==> src/rtl/cbfp_index_restore_if.sv <==
// Stream bundle for the CBFP index-restore stage: normalised lanes with shift
// indices in, restored lanes with frame markers out.
interface cbfp_index_restore_if #(
  parameter int NUM_LANE = 16,
  parameter int DIN_W    = 12,
  parameter int IDX_W    = 5,
  parameter int DOUT_W   = 25
);
  logic                               din_valid;
  logic [NUM_LANE-1:0][DIN_W-1:0]     din_i;
  logic [NUM_LANE-1:0][DIN_W-1:0]     din_q;
  logic [NUM_LANE-1:0][IDX_W-1:0]     index_re;
  logic [NUM_LANE-1:0][IDX_W-1:0]     index_im;
  logic                               valid_out;
  logic [NUM_LANE-1:0][DOUT_W-1:0]    dout_i;
  logic [NUM_LANE-1:0][DOUT_W-1:0]    dout_q;
  logic                               frame_start;
  logic                               frame_end;
  logic [IDX_W-1:0]                   frame_max_idx;
  logic                               idx_clip;

  modport master (
    output din_valid, din_i, din_q, index_re, index_im,
    input  valid_out, dout_i, dout_q, frame_start, frame_end, frame_max_idx, idx_clip
  );

  modport slave (
    input  din_valid, din_i, din_q, index_re, index_im,
    output valid_out, dout_i, dout_q, frame_start, frame_end, frame_max_idx, idx_clip
  );
endinterface

==> src/rtl/cbfp_index_restore.sv <==
// Undoes CBFP block normalisation: each lane is rescaled by its own shift index
// onto a common fixed-point scale, with 512-point frame tracking and max-index report.
module cbfp_index_restore #(
  parameter int NUM_LANE        = 16,
  parameter int DIN_W           = 12,
  parameter int IDX_W           = 5,
  parameter int NORM_BASE       = 13,
  parameter int DOUT_W          = 25,
  parameter int BEATS_PER_FRAME = 32
) (
  input  logic                 clk,
  input  logic                 rstn,
  cbfp_index_restore_if.slave  bus
);

  localparam int BEAT_W = $clog2(BEATS_PER_FRAME);
  localparam logic [BEAT_W-1:0] LAST_BEAT = BEAT_W'(BEATS_PER_FRAME - 1);
  localparam logic [IDX_W-1:0]  E_CLAMP   = IDX_W'(DOUT_W - 1);

  function automatic logic [IDX_W-1:0] clamp_idx(input logic [IDX_W-1:0] idx);
    if (idx > E_CLAMP) return E_CLAMP;
    else               return idx;
  endfunction

  // Input sits at the top of the output word, so an arithmetic right shift by e re-scales it.
  function automatic logic [DOUT_W-1:0] restore(input logic [DIN_W-1:0] d,
                                                input logic [IDX_W-1:0] e);
    logic signed [DOUT_W-1:0] w;
    w = $signed({d, {NORM_BASE{1'b0}}});
    return w >>> e;
  endfunction

  logic                            r_s1_valid;
  logic [NUM_LANE-1:0][DIN_W-1:0]  r_s1_di;
  logic [NUM_LANE-1:0][DIN_W-1:0]  r_s1_dq;
  logic [NUM_LANE-1:0][IDX_W-1:0]  r_s1_ei;
  logic [NUM_LANE-1:0][IDX_W-1:0]  r_s1_eq;
  logic                            r_s1_clip;
  logic [IDX_W-1:0]                r_s1_max;
  logic [BEAT_W-1:0]               r_s1_beat;
  logic [BEAT_W-1:0]               r_beat;

  logic                            r_valid_out;
  logic [NUM_LANE-1:0][DOUT_W-1:0] r_dout_i;
  logic [NUM_LANE-1:0][DOUT_W-1:0] r_dout_q;
  logic                            r_frame_start;
  logic                            r_frame_end;
  logic                            r_idx_clip;
  logic [IDX_W-1:0]                r_acc;
  logic [IDX_W-1:0]                r_frame_max;

  logic [NUM_LANE-1:0][IDX_W-1:0]  w_ei;
  logic [NUM_LANE-1:0][IDX_W-1:0]  w_eq;
  logic                            w_clip;
  logic [IDX_W-1:0]                w_beat_max;
  logic [NUM_LANE-1:0][DOUT_W-1:0] w_shift_i;
  logic [NUM_LANE-1:0][DOUT_W-1:0] w_shift_q;
  logic [IDX_W-1:0]                w_acc_next;

  // Beat max uses raw indices; only the shift amount is clamped.
  always_comb begin
    w_ei       = '0;
    w_eq       = '0;
    w_clip     = 1'b0;
    w_beat_max = '0;
    for (int l = 0; l < NUM_LANE; l++) begin
      w_ei[l] = clamp_idx(bus.index_re[l]);
      w_eq[l] = clamp_idx(bus.index_im[l]);
      if ((bus.index_re[l] > E_CLAMP) || (bus.index_im[l] > E_CLAMP)) w_clip = 1'b1;
      else                                                              w_clip = w_clip;
      if (bus.index_re[l] > w_beat_max) w_beat_max = bus.index_re[l];
      else                              w_beat_max = w_beat_max;
      if (bus.index_im[l] > w_beat_max) w_beat_max = bus.index_im[l];
      else                              w_beat_max = w_beat_max;
    end
  end

  always_comb begin
    w_shift_i  = '0;
    w_shift_q  = '0;
    for (int l = 0; l < NUM_LANE; l++) begin
      w_shift_i[l] = restore(r_s1_di[l], r_s1_ei[l]);
      w_shift_q[l] = restore(r_s1_dq[l], r_s1_eq[l]);
    end
    // Beat 0 starts a fresh accumulation with no carry-over from the previous frame.
    if (r_s1_beat == '0)          w_acc_next = r_s1_max;
    else if (r_s1_max > r_acc)    w_acc_next = r_s1_max;
    else                          w_acc_next = r_acc;
  end

  always_ff @(posedge clk) begin
    if (rstn) begin
      r_s1_valid <= 1'b0;
      r_s1_di    <= '0;
      r_s1_dq    <= '0;
      r_s1_ei    <= '0;
      r_s1_eq    <= '0;
      r_s1_clip  <= 1'b0;
      r_s1_max   <= '0;
      r_s1_beat  <= '0;
      r_beat     <= '0;
    end else begin
      r_s1_valid <= bus.din_valid;
      if (bus.din_valid) begin
        r_s1_di   <= bus.din_i;
        r_s1_dq   <= bus.din_q;
        r_s1_ei   <= w_ei;
        r_s1_eq   <= w_eq;
        r_s1_clip <= w_clip;
        r_s1_max  <= w_beat_max;
        r_s1_beat <= r_beat;
        if (r_beat == LAST_BEAT) r_beat <= '0;
        else                     r_beat <= r_beat + BEAT_W'(1);
      end
    end
  end

  always_ff @(posedge clk) begin
    if (rstn) begin
      r_valid_out   <= 1'b0;
      r_dout_i      <= '0;
      r_dout_q      <= '0;
      r_frame_start <= 1'b0;
      r_frame_end   <= 1'b0;
      r_idx_clip    <= 1'b0;
      r_acc         <= '0;
      r_frame_max   <= '0;
    end else begin
      r_valid_out   <= r_s1_valid;
      r_frame_start <= r_s1_valid && (r_s1_beat == '0);
      r_frame_end   <= r_s1_valid && (r_s1_beat == LAST_BEAT);
      r_idx_clip    <= r_s1_valid && r_s1_clip;
      if (r_s1_valid) begin
        r_dout_i <= w_shift_i;
        r_dout_q <= w_shift_q;
        r_acc    <= w_acc_next;
        if (r_s1_beat == LAST_BEAT) r_frame_max <= w_acc_next;
      end
    end
  end

  assign bus.valid_out     = r_valid_out;
  assign bus.dout_i        = r_dout_i;
  assign bus.dout_q        = r_dout_q;
  assign bus.frame_start   = r_frame_start;
  assign bus.frame_end     = r_frame_end;
  assign bus.idx_clip      = r_idx_clip;
  assign bus.frame_max_idx = r_frame_max;

endmodule

==> src/flat_wrapper.sv <==
// flat-port wrapper written by rule: the top's interface ports become plain ports
module cbfp_index_restore_flat 
#(
  parameter int NUM_LANE        = 16,
  parameter int DIN_W           = 12,
  parameter int IDX_W           = 5,
  parameter int NORM_BASE       = 13,
  parameter int DOUT_W          = 25,
  parameter int BEATS_PER_FRAME = 32
)
  (clk, rstn, bus_din_valid, bus_din_i, bus_din_q, bus_index_re, bus_index_im, bus_valid_out, bus_dout_i, bus_dout_q, bus_frame_start, bus_frame_end, bus_frame_max_idx, bus_idx_clip);
  cbfp_index_restore_if #(.NUM_LANE(NUM_LANE), .DIN_W(DIN_W), .IDX_W(IDX_W), .DOUT_W(DOUT_W)) bus_i ();
  input  logic clk;
  input  logic rstn;
  input wire logic [$bits(bus_i.din_valid)-1:0] bus_din_valid;
  input wire logic [$bits(bus_i.din_i)-1:0] bus_din_i;
  input wire logic [$bits(bus_i.din_q)-1:0] bus_din_q;
  input wire logic [$bits(bus_i.index_re)-1:0] bus_index_re;
  input wire logic [$bits(bus_i.index_im)-1:0] bus_index_im;
  output wire logic [$bits(bus_i.valid_out)-1:0] bus_valid_out;
  output wire logic [$bits(bus_i.dout_i)-1:0] bus_dout_i;
  output wire logic [$bits(bus_i.dout_q)-1:0] bus_dout_q;
  output wire logic [$bits(bus_i.frame_start)-1:0] bus_frame_start;
  output wire logic [$bits(bus_i.frame_end)-1:0] bus_frame_end;
  output wire logic [$bits(bus_i.frame_max_idx)-1:0] bus_frame_max_idx;
  output wire logic [$bits(bus_i.idx_clip)-1:0] bus_idx_clip;
  assign bus_i.din_valid = bus_din_valid;
  assign bus_i.din_i = bus_din_i;
  assign bus_i.din_q = bus_din_q;
  assign bus_i.index_re = bus_index_re;
  assign bus_i.index_im = bus_index_im;
  assign bus_valid_out = bus_i.valid_out;
  assign bus_dout_i = bus_i.dout_i;
  assign bus_dout_q = bus_i.dout_q;
  assign bus_frame_start = bus_i.frame_start;
  assign bus_frame_end = bus_i.frame_end;
  assign bus_frame_max_idx = bus_i.frame_max_idx;
  assign bus_idx_clip = bus_i.idx_clip;
  cbfp_index_restore #(.NUM_LANE(NUM_LANE), .DIN_W(DIN_W), .IDX_W(IDX_W), .NORM_BASE(NORM_BASE), .DOUT_W(DOUT_W), .BEATS_PER_FRAME(BEATS_PER_FRAME)) u_core (.clk(clk), .rstn(rstn), .bus(bus_i));
endmodule
==> config.mk <==
export PLATFORM = sky130hd
export DESIGN_NAME = cbfp_index_restore_flat
export DESIGN_NICKNAME = d
export VERILOG_FILES = /design/src/rtl/cbfp_index_restore_if.sv /design/src/rtl/cbfp_index_restore.sv /design/src/flat_wrapper.sv
export SDC_FILE = /design/constraint.sdc
export NUM_CORES = 2
export LEC_CHECK = 0
export BUFFER_PORTS_ARGS = -buffer_cell sky130_fd_sc_hd__buf_4
export CORE_AREA = 2 2 536 538
export DETAILED_ROUTE_END_ITERATION = 6
export DIE_AREA = 0 0 538 540
export REMOVE_ABC_BUFFERS = 1
export SYNTH_ARGS = -nofsm -noshare
export SYNTH_HDL_FRONTEND = slang
export SYNTH_SLANG_ARGS = --single-unit
==> constraint.sdc <==
create_clock -name clk -period 64.3 [get_ports clk]
set_clock_uncertainty 0.05 [all_clocks]
set_input_delay 16.075 -clock clk [delete_from_list [all_inputs] [get_ports clk]]
set_output_delay 16.075 -clock clk [all_outputs]
set_load 0.01 [all_outputs]
==> results.txt <==
----------------------------------------------------
[Status]
  Status ... finished with violations
  Violations in the final reports ... design-rule violations

[Clock network]
  TritonCTS clock tree ... yes
  Clock slew seen by the registers of the worst setup and hold paths ... 70 ps
  CTS Buf Count ... roughly 170
  Maximum level of the CTS H-tree ... 4
  Worst skew pair latency ... around 860 ps
  Clock tree root driver cell ... clkbuf_16
  TritonCTS sink count ... approximately 1400
  Maximum count of clock buffers along a single path ... 4

[Setup path]
  Largest driver fanout on the critical path ... 15
  Required time at the worst-slack endpoint ... 64970 ps
  Longest individual stage delay on the worst path ... 580 ps
  CP most frequent cell ... ha_1
  Arrival time of data at the critical path endpoint ... approximately 62000 ps
  Critical Path Slowest Stage Cell ... or4_1
  Endpoint class of the critical path ... flop
  Critical path start-end classification ... in2reg
  CP Launch Type ... input port

[Global route]
  Total routing usage reported by global routing ... 23.68%
  GRT Max-Usage Layer ... met2
  First-pass GRT wire length ... 511.8 mm
  Number of antenna violations at the first check in global routing ... 120
  Remaining global-route overflow ... 0
  Via count of the first global-routing pass ... 71403
  Met3 demand-to-capacity share in global routing ... under 10%
  Met2 demand-to-capacity share in global routing ... 37.46%
  Met1 usage ... 29.65%
  Largest net degree at the start of global routing ... 204

[Layout]
  Proportion of layout cells with a drive suffix above 1 ... 19.18%
  Final net count ... 11800
  Area growth from synthesis to layout ... 24.06%
  Post-route standard cell area excluding fillers ... 98470 µm²
  Most frequent standard cell in the layout excluding fill and tap cells ... nor2_1
  Leading cell types in the layout, fill and taps excluded ... nor2_1, buf_4, dfxtp_1

[Floorplanning]
  Chip Width ... 538 µm
  Area of the die ... slightly below 300000 µm²
  Site Rows ... a little under 200
  Vertical die dimension ... 540 µm
  Area inside the core boundary ... 284500 µm²
  Initial standard-cell utilization of the core ... 27.90%
  Number of placed I/O pins ... 1356

[STA]
  # setup viols final ... 0
  Period utilisation layout ... 94.99%
  Hold violation count in the final report ... 0
  Minimum clock period after layout ... 61080 ps
  Final Hold Slack ... between 400 and 500 ps
  Worst-Margin Slew ... 1277 ps
  Fmax achieved ... 16.37 MHz
  Worst-case headroom to the max-slew limit ... 14.72%
  Pins over their slew limit ... 0

[Placement]
  Count of buffers inserted at the top-level ports ... roughly 1400
  Post-detailed-placement half-perimeter wirelength ... 287.1 mm
  DP Area ... 91730 µm²
  Final weighted congestion in routability-driven placement ... around 0.95

[Yosys]
  Number of flops mapped to enable cells by yosys ... 0
  Sequential fraction of the synthesis area ... 34.68%
  Share of flip-flops with an asynchronous set or reset ... 0%
  Syn avg cell area ... around 7.7 µm²
  Area of the mapped netlist ... 79370 µm²
  Synth warn ... 0
  Cells after synthesis ... 10316
  Synth unique cells ... 85
  Synth Register Bits ... 1375
  Post-synth top flop ... dfxtp_1

[Worst hold path]
  Hold crit path type ... reg2reg

[Flow run]
  Max-cap violations ... 0

[Detailed routing]
  Starting DRT DRC Count ... 6124
  Remaining DRCs ... 13
  Pre-Repair DR Iteration Count ... 7
  Via Count ... 78215
  Average wire per cell in the routed design ... 24.18 µm
  Total wire length ... 364.0 mm
  Avg Vias per Cell ... 5.196
  Antenna Nets Post-Route ... 0

----------------------------------------------------
==> cells by family after synthesis <==
kind of cell | count (synthesis) | share of synthesized area (%)
AOI/OAI and AO/OA | 2713 | 21.63
adders and majority gates | 162 | 2.554
DFF | 1375 | 34.68
buffers and inverters | 1113 | 5.285
and+or+nand+nor | 3733 | 20.13
muxes | 1220 | 15.72
==> critical path, delay by kind of cell <==
family	cells	cell delay, ps
AO/OA/AOI/OAI	114	21680
AND/OR/NAND/NOR	64	12680
buffers and inverters	14	1510
adder cells (fa/ha/maj)	31	8740
multiplexers	3	1030
==> repair_timing <==
action	CTS	global route
cloned	0	3
setup endpoints to repair	5	5
buffers inserted	0	19
hold buffers	0	0
gates resized for setup	6	67
pin swaps	0	10
==> area by class of cell <==
cell class / count / area, µm²
Multi-Input combinational cell: 7831 / 48020
Timing Repair Buffer: 1461 / 11050
Antenna cell: 64 / 160.2
Inverter: 251 / 942.2
Fill cell: 30180 / 186000
Clock buffer: 232 / 4938
Tap cell: 3762 / 4707
Clock inverter: 78 / 1126
Sequential cell: 1375 / 27530
==> registers in the layout (all words and copies together), names as in the netlist <==
register	cells
u_core.bus.dout_i	400
u_core.bus.dout_q	400
u_core.r_s1_di	192
u_core.r_s1_dq	192
u_core.r_s1_ei	80
u_core.r_s1_eq	80
u_core.bus.frame_max_idx	5
u_core.r_acc	5
u_core.r_beat	5
u_core.r_s1_beat	5
u_core.r_s1_max	5
u_core.bus.frame_end	1
u_core.bus.frame_start	1
u_core.bus.idx_clip	1
u_core.bus.valid_out	1
u_core.r_s1_clip	1
u_core.r_s1_valid	1
==> routing by layer <==
metal | part of all wire, % | wire length, µm | vias up
met5 | 0.13 | 471 | -
met4 | 4.4 | 15910 | 72
met3 | 8.6 | 31190 | 571
met2 | 45 | 163900 | 2606
met1 | 42 | 152500 | 36739
li1 | - | - | 38227
==> synthesized netlist by cell type (all sizes together), types with 53 or more instances <==
library cell / number / area [µm²]
nor2: 1770 / 6644
dfxtp: 1375 / 27530
nand2: 1011 / 3797
mux2i: 1006 / 10070
o21ai: 797 / 4008
clkbuf: 752 / 2823
a21oi: 562 / 2820
o22ai: 407 / 2546
nand2b: 275 / 1720
nor3: 228 / 1146
a211oi: 224 / 1702
inv: 219 / 822.0
mux2: 214 / 2410
ha: 162 / 2027
o211ai: 160 / 1216
nand3: 158 / 805.8
a311oi: 111 / 972.2
buf: 110 / 430.4
o31ai: 82 / 689.4
a22oi: 80 / 640.6
nor2b: 64 / 400.4
or2: 53 / 331.6
==> stage by stage <==
step           setup TNS (ps)  std cells  utilization, %  worst slack (ps)
2_1_floorplan               0       9454               -              4357
3_5_place_dp            -9178      14658           32.25             -1902
4_1_cts                     0      14968           34.39             66.34
3_3_place_gp            -7719      14658           32.25             -1613
5_1_grt                -955.0      15030           34.59            -196.8
6_report                    0      15054           34.61              3219
==> worst paths after layout <==
path	startpoint	end	slack, ps	depth (start not counted)
max reg2reg	u_core.r_s1_valid$_SDFF_PP0_	u_core.bus.dout_i[370]$_SDFFE_PP0P_	60820	6
min reg2reg	u_core.bus.dout_q[44]$_SDFFE_PP0P_	u_core.bus.dout_q[44]$_SDFFE_PP0P_	420	2
min	u_core.bus.dout_q[44]$_SDFFE_PP0P_	u_core.bus.dout_q[44]$_SDFFE_PP0P_	420	2
max	bus_index_re[4]	u_core.r_s1_max[4]$_SDFFE_PP0P_	3220	226
Power is not shown: default switching activity piles up to over one toggle a cycle in this logic, so the estimate is an artifact.
